$ cat config.mk
export PLATFORM = sky130hd
export DESIGN_NAME = f2h_dma_req_arbiter
export DESIGN_NICKNAME = d
export VERILOG_FILES = /design/src/rtl/soc_dma_arb_pkg.sv /design/src/rtl/rr_picker.sv /design/src/rtl/f2h_dma_req_arbiter.sv
export SDC_FILE = /design/constraint.sdc
export NUM_CORES = 1
export LEC_CHECK = 0
export ABC_AREA = 1
export CELL_PAD_IN_SITES_DETAIL_PLACEMENT = 2
export CELL_PAD_IN_SITES_GLOBAL_PLACEMENT = 2
export CORE_ASPECT_RATIO = 0.6
export CORE_UTILIZATION = 33
export CTS_BUF_LIST = sky130_fd_sc_hd__clkbuf_8
export CTS_CLUSTER_DIAMETER = 200
export DETAILED_ROUTE_END_ITERATION = 7
export GPL_TIMING_DRIVEN = 1
export PLACE_DENSITY = 0.84
export REMOVE_ABC_BUFFERS = 1
export SETUP_SLACK_MARGIN = 0.15
export SLEW_MARGIN = 20
export SYNTH_ARGS = -nofsm -noshare
export SYNTH_HDL_FRONTEND = slang
export SYNTH_SLANG_ARGS = --single-unit
$ cat constraint.sdc
create_clock -name clk_clk -period 2.5 [get_ports clk_clk]
set_input_delay 0.25 -clock clk_clk [delete_from_list [all_inputs] [get_ports clk_clk]]
set_output_delay 0.25 -clock clk_clk [all_outputs]
set_load 0.005 [all_outputs]
$ cat src/rtl/soc_dma_arb_pkg.sv
// soc_dma_arb_pkg: shared types and constants for the F2H DMA request arbiter
package soc_dma_arb_pkg;

    localparam int NUM_CH = 2;

    typedef enum logic [1:0] {
        IDLE  = 2'd0,
        REQ   = 2'd1,
        ACKHI = 2'd2
    } ch_state_t;

    // Index width for n requesters; never narrower than one bit.
    function automatic int idw(input int n);
        return (n < 3) ? 1 : $clog2(n);
    endfunction

endpackage

$ cat src/rtl/rr_picker.sv
// rr_picker: rotate-priority encoder, first masked request at or above ptr, wrapping
module rr_picker
    import soc_dma_arb_pkg::*;
#(
    parameter int N = 4,
    parameter int W = 2
) (
    input  logic [N-1:0] req_i,
    input  logic [W-1:0] ptr_i,
    input  logic [N-1:0] excl_i,
    output logic         valid_o,
    output logic [W-1:0] idx_o
);

    logic [N-1:0] m;
    logic         hi_v;
    logic [W-1:0] hi, lo;

    assign m       = req_i & ~excl_i;
    assign valid_o = |m;
    assign idx_o   = hi_v ? hi : lo;

    // Lowest request at or above ptr, plus lowest overall for the wrap case.
    always_comb begin
        hi_v = 1'b0;
        hi   = '0;
        lo   = '0;
        for (int i = N - 1; i >= 0; i--) begin
            if (m[i] && i >= int'(ptr_i)) begin
                hi_v = 1'b1;
                hi   = W'(i);
            end
            if (m[i]) lo = W'(i);
        end
    end

endmodule

$ cat src/rtl/f2h_dma_req_arbiter.sv
// f2h_dma_req_arbiter: shares the two HPS F2H DMA request channels among NUM_REQ requesters
module f2h_dma_req_arbiter
    import soc_dma_arb_pkg::*;
#(
    parameter  int NUM_REQ = 4,
    parameter  int TIMEOUT = 1024,
    localparam int IDW     = idw(NUM_REQ)
) (
    input  logic                  clk_clk,
    input  logic                  reset_reset,
    input  logic [NUM_REQ-1:0]    enable,
    input  logic [NUM_REQ-1:0]    rq_req,
    input  logic [NUM_REQ-1:0]    rq_single,
    output logic [NUM_REQ-1:0]    rq_ack,
    output logic [NUM_CH-1:0]     hps_dma_req,
    output logic [NUM_CH-1:0]     hps_dma_single,
    input  logic [NUM_CH-1:0]     hps_dma_ack,
    output logic [NUM_CH-1:0]     ch_busy,
    output logic [NUM_CH*IDW-1:0] ch_owner,
    output logic [NUM_CH-1:0]     ch_err,
    input  logic                  err_clr
);

    localparam int            CW    = (TIMEOUT < 2) ? 1 : $clog2(TIMEOUT);
    localparam logic [CW-1:0] TLAST = CW'((TIMEOUT < 1) ? 0 : TIMEOUT - 1);

    logic [IDW-1:0]                ptr_q, ptr_d, ptr1, i0, i1;
    logic [NUM_REQ-1:0]            owned, elig, excl1, rq_ack_d;
    logic                          v0, v1, g0, g1;
    logic [NUM_CH-1:0]             ack_ev;
    logic [NUM_CH-1:0][IDW-1:0]    own;

    function automatic logic [IDW-1:0] inc(input logic [IDW-1:0] x);
        return (int'(x) == NUM_REQ - 1) ? '0 : x + IDW'(1);
    endfunction

    assign ch_owner = own;

    // Owners of non-IDLE channels stay reserved until their channel returns to IDLE.
    always_comb begin
        owned = '0;
        for (int c = 0; c < NUM_CH; c++)
            if (ch_busy[c]) owned[own[c]] = 1'b1;
    end

    assign elig  = rq_req & enable & ~owned;
    assign g0    = v0 & ~ch_busy[0];
    assign g1    = v1 & ~ch_busy[1];
    assign ptr1  = g0 ? inc(i0) : ptr_q;
    assign excl1 = g0 ? (NUM_REQ'(1) << i0) : '0;
    assign ptr_d = g1 ? inc(i1) : g0 ? inc(i0) : ptr_q;

    rr_picker #(.N(NUM_REQ), .W(IDW)) u_pick0 (
        .req_i   (elig),
        .ptr_i   (ptr_q),
        .excl_i  ('0),
        .valid_o (v0),
        .idx_o   (i0)
    );

    // ch1 continues the rotation just past ch0's pick when both grant together.
    rr_picker #(.N(NUM_REQ), .W(IDW)) u_pick1 (
        .req_i   (elig),
        .ptr_i   (ptr1),
        .excl_i  (excl1),
        .valid_o (v1),
        .idx_o   (i1)
    );

    // Completion pulses routed to the owner of each acking channel.
    always_comb begin
        rq_ack_d = '0;
        for (int c = 0; c < NUM_CH; c++)
            if (ack_ev[c]) rq_ack_d[own[c]] = 1'b1;
    end

    // Shared round-robin pointer and registered requester acks.
    always_ff @(posedge clk_clk or posedge reset_reset) begin
        if (reset_reset) begin
            ptr_q  <= '0;
            rq_ack <= '0;
        end else begin
            ptr_q  <= ptr_d;
            rq_ack <= rq_ack_d;
        end
    end

    for (genvar c = 0; c < NUM_CH; c++) begin : g_ch
        ch_state_t      st_q, st_d;
        logic [IDW-1:0] own_q, own_d, gi;
        logic [CW-1:0]  cnt_q, cnt_d;
        logic           sgl_q, sgl_d, err_q, err_d, gnt, ev;

        assign gi                = (c == 0) ? i0 : i1;
        assign gnt               = (c == 0) ? g0 : g1;
        assign own[c]            = own_q;
        assign ack_ev[c]         = ev;
        assign ch_busy[c]        = (st_q != IDLE);
        assign hps_dma_req[c]    = (st_q == REQ);
        assign hps_dma_single[c] = sgl_q;
        assign ch_err[c]         = err_q;

        // Channel state, latched grant and watchdog registers.
        always_ff @(posedge clk_clk or posedge reset_reset) begin
            if (reset_reset) begin
                st_q  <= IDLE;
                own_q <= '0;
                sgl_q <= 1'b0;
                cnt_q <= '0;
                err_q <= 1'b0;
            end else begin
                st_q  <= st_d;
                own_q <= own_d;
                sgl_q <= sgl_d;
                cnt_q <= cnt_d;
                err_q <= err_d;
            end
        end

        // Grant, HPS handshake and watchdog; an ack in the final watchdog cycle still completes.
        always_comb begin
            st_d  = st_q;
            own_d = own_q;
            sgl_d = sgl_q;
            cnt_d = cnt_q;
            err_d = err_clr ? 1'b0 : err_q;
            ev    = 1'b0;
            case (st_q)
                IDLE: if (gnt) begin
                    st_d  = REQ;
                    own_d = gi;
                    sgl_d = rq_single[gi];
                    cnt_d = '0;
                end
                REQ: if (hps_dma_ack[c]) begin
                    st_d = ACKHI;
                    ev   = 1'b1;
                end else if (TIMEOUT != 0 && cnt_q == TLAST) begin
                    st_d  = IDLE;
                    err_d = 1'b1;
                end else begin
                    cnt_d = cnt_q + CW'(1);
                end
                ACKHI: if (!hps_dma_ack[c]) st_d = IDLE;
                default: st_d = IDLE;
            endcase
        end
    end

endmodule
==> results.md, run 1 <==
- Fail Step: global routing
- Most frequent cells after synthesis: nand2_1, inv_1, dfrtp_1
- Initial core utilization: 34.3%
- Die X-Extent: 114 um
- Cts bufs inserted: 5
- Status: stopped before the end
- Top-count cell post-synth: nand2_1
- Tool Error: [ERROR DPL-0033] detailed placement checks failed during check placement.
- Gate Count Post-Synth: 329
- H-tree Lvls: 2
- #FFs+latches synth: 38
- Top_reg_cell synth: dfrtp_1
- Synth area leaders: dfrtp_1, nand2_1, inv_1
- Yosys warning total: 0
- Largest net degree at the start of global routing: 39
- Sequential-to-total area share from yosys stat: 38.0%
- Root Buffer Master: clkbuf_8
- Dominant cell type by area after synthesis: dfrtp_1
- Post-synth EDFFs: 0
- Cell Area, Synth: 0.00250 mm^2
- I/O pin cnt: 33
- Worst endpoint type: register data pin
- Number of port buffers: 32
- Cell variety after synth: 36
- GP Congestion: 0.795
- GR repair worst EP: g_ch[1].cnt_q[5]$_DFFE_PP0P_/D
- Average size of a mapped cell: 7.60 um^2
- Sink Count: 38
- DP HPWL: 7050 um
- Die span in y: 69.4 um
- Synth top area share: 38.0%
- Bufs on Longest Clock Path: 2
- Row count: 24
- Async S/R FF share, synth: 100%
- Initial antenna violation count: 0
==> repair_timing <==
item | in CTS
endpoints found under the hold margin | 0
buffers inserted | 16
resized for setup | 69
hold buffers | 0
pin swaps | 23
setup endpoints to repair | 22
==> through the flow <==
| step | setup WS (ns) | hold WS [ns] | instance area, um^2 | instances |
|---|---|---|---|---|
| 4_1_cts | -0.0786 | 0.374 | 3700 | 525 |
| 3_5_place_dp | -0.615 | 0.477 | 3210 | 501 |
| 3_3_place_gp | -0.235 | 0.474 | 3210 | 501 |
| 2_1_floorplan | 0.115 | 0.347 | 2450 | 323 |
==> cells by family after synthesis <==
| group | share of synthesized area, % |
|---|---|
| simple gates | 34.0 |
| xor+xnor | 0.350 |
| fa+ha+maj | 3.00 |
| compound gates | 12.4 |
| flops | 38.0 |
| buf+inv | 12.3 |
==> inputs of run 2 (changes only) <==
- CELL_PAD_IN_SITES_DETAIL_PLACEMENT: 2 -> unset
- CELL_PAD_IN_SITES_GLOBAL_PLACEMENT: 2 -> unset
- CORE_ASPECT_RATIO: 0.6 -> unset
- CORE_UTILIZATION: 33 -> 40
- CTS_BUF_LIST: sky130_fd_sc_hd__clkbuf_8 -> unset
- CTS_CLUSTER_DIAMETER: 200 -> unset
- PLACE_DENSITY: 0.84 -> unset
- PLACE_DENSITY_LB_ADDON: unset -> 0.15
- SETUP_SLACK_MARGIN: 0.15 -> unset
==> results.md, run 2 <==
- Clock-pin slew on the worst setup and hold paths: 0.08 ns
- Clock Latency Late Sink: 0.30 ns
- Reg with most FFs: g_ch.cnt_q
- First-pass DRT Iterations: 4
- Layout cells sized above 1: 41.7%
- Skew final: 0.00971 ns
- Area Overhead vs Synth: 49.0%
- Startpoint Class: flop
- Fin crit share: 100%
- PD cells: 1160 mW/mm^2
- Initial core utilization: 41.8% (+7.5 points)
- Async S/R FF share, synth: 100% (unchanged)
- Register Area: 956 um^2
- Most frequent cells in the layout: buf_4, inv_1, nand2_1
- Worst min path class: in -> async
- Sequential-to-total area share from yosys stat: 38.0% (unchanged)
- Core area: 0.00599 mm^2
- Number of port buffers: 32 (unchanged)
- CTS tree: done
- Largest net degree at the start of global routing: 39
- Fill count: 507
- VDD IR-drop max: 0.658 mV
- Top-count cell post-synth: nand2_1
- Number of remaining DRC errors: 0
- Final wirelength: 6590 um
- Initial antenna violation count: 0
- Synth top area share: 38.0% (unchanged)
- Die span in y: 81.1 um (+17%)
- Post-synth EDFFs: 0 (unchanged)
- FMAX: 0.398 GHz
- Max reg flops: 20
- Yosys warning total: 0 (unchanged)
- Bufs on Longest Clock Path: 2 (unchanged)
- Layout Nets: 444
- GP Congestion: 0.856 (+7.7%)
- Cell Area, Synth: 0.00250 mm^2 (unchanged)
- Worst Path Arrival: 2.69 ns
- Sink Count: 38 (unchanged)
- Total grt overflow: 0
- Setup slack after layout: -0.0104 ns
- Average size of a mapped cell: 7.60 um^2 (unchanged)
- WHS: 0.366 ns
- Multi-input logic area: 0.00153 mm^2
- Cts bufs inserted: 5 (unchanged)
- #FFs+latches synth: 38 (unchanged)
- ANT cells: 0
- Routed len/inst: 13.2 um
- Final setup violation count: 2
- Worst rel slew slack: 51.7%
- Worst slew pin tran: 0.719 ns
- CP required: 2.68 ns
- Die area: 0.00657 mm^2
- Crit-path max FO: 5
- RSZ-0062 raised after global routing: true
- Vias in the first global route: 2,333
- Critical path capture point type: flop
- Most frequent cells after synthesis: nand2_1, inv_1, dfrtp_1
- H-tree Lvls: 2 (unchanged)
- Max-cap viol count: 0
- Dominant cell type by area after synthesis: dfrtp_1
- Root Buffer Master: clkbuf_8
- Vias: 2,433
- Status: finished with violations
- Final min period: 2.51 ns
- Most common cell after layout, fill and taps aside: buf_4
- Pre-CTS setup slack: -0.280 ns (+0.335 ns)
- Synth area leaders: dfrtp_1, nand2_1, inv_1
- Row count: 28 (+17%)
- DP HPWL: 4570 um (-35%)
- Aggregate global-route resource usage: 20.3%
- Finished Core Util: 62.2%
- Failing checks: negative setup slack
- Die X-Extent: 81.1 um (-29%)
- Vias per inst: 4.90
- WS Path Type: reg -> reg
- Pleak: 1.79 nW
- Final hold vios: 0
- Gate Count Post-Synth: 329 (unchanged)
- Slew Limit Fails: 0
- DRT antenna net count: 0
- First-pass GRT wire length: 10,100 um
- Top_reg_cell synth: dfrtp_1
- Cell variety after synth: 36 (unchanged)
- I/O pin cnt: 33 (unchanged)
- Initial DRC count: 152
- Setup TNS: -0.0143 ns
==> run 2: cell type report <==
class / count / area share, %
flip-flops and latches: 38 / 25.7
repair buffers: 91 / 20.8
inverters: 67 / 7.15
multi-input cells: 218 / 40.9
clock buffers: 8 / 2.96
well taps: 75 / 2.52
==> run 2: final timing paths <==
kind | slack (ns) | cells past startpoint | to | from
min in group clk_clk | 0.49 | 1 | g_ch[0].cnt_q[7] | g_ch[0].cnt_q[7]
worst min register to register | 0.49 | 1 | g_ch[0].cnt_q[7] | g_ch[0].cnt_q[7]
worst max-delay path | -0.01 | 18 | g_ch[1].sgl_q | g_ch[0].st_q[0]
worst max register to register | -0.01 | 18 | g_ch[1].sgl_q | g_ch[0].st_q[0]
worst min-delay path | 0.37 | 3 | g_ch[0].cnt_q[1] | reset_reset
max in group asynchronous | 1.76 | 3 | g_ch[1].own_q[1] | reset_reset
==> run 2: cell families after synthesis <==
group,count (synthesis),share of synthesized area (%)
XOR/XNOR,1,0.350
flip-flops,38,38.0
AND/OR/NAND/NOR,164,34.0
AO/OA/AOI/OAI,47,12.4
buffers and inverters,73,12.3
adder cells (fa/ha/maj),6,3.00
==> run 2: routing by layer <==
layer / track usage [%] / part of all wire [%] / wire (um)
met4: 9.64 / 2.4 / 155
met1: 25.4 / 46 / 3020
met3: 3.48 / 3.1 / 205
met2: 33.9 / 49 / 3210
met5: 0 / 0 / 0
==> run 2: worst max-delay path: stages (launching register included) <==
cell and delay, ns:
dfrtp_1 0.40, inv_2 0.08, nand2_4 0.09, nand2_2 0.07, nand3_2 0.12, nand3b_1 0.24
and3_4 0.24, ha_4 0.28, nand3_4 0.07, nand2_4 0.12, nor2_4 0.05, nand2_2 0.10
nand2_4 0.07, nor2_4 0.09, nand2_4 0.10, nand2_4 0.09, nand2_1 0.05, nand3_1 0.06
nand3_1 0.07
==> run 2: where the power goes <==
group	switching, W	total (W)	leakage, nW	internal (W)
logic	0.00154	0.00289	1.23	0.00135
clock network	0.000222	0.000501	0.0575	0.000279
registers	0.000162	0.000942	0.499	0.000780
==> run 2: repair_timing <==
| action | CTS | global route |
|---|---|---|
| hold buffers | 0 | 0 |
| resized for setup | 13 | 72 |
| pin swaps | 6 | 27 |
| endpoints found under the hold margin | 0 | 0 |
| buffers inserted | 6 | 14 |
| setup endpoints to repair | 11 | 16 |
==> run 2: per-stage QoR <==
stage | cells | total power, W | instance area (um^2)
after detailed placement | 469 | 0.00307 | 3160
after CTS | 483 | 0.00370 | 3340
final | 497 | 0.00433 | 3730
after global placement | 469 | 0.00304 | 3160
after floorplan | 323 | 0.00211 | 2450
after global routing | 497 | 0.00464 | 3730
Note: power is estimated with default switching activity, not from simulation.
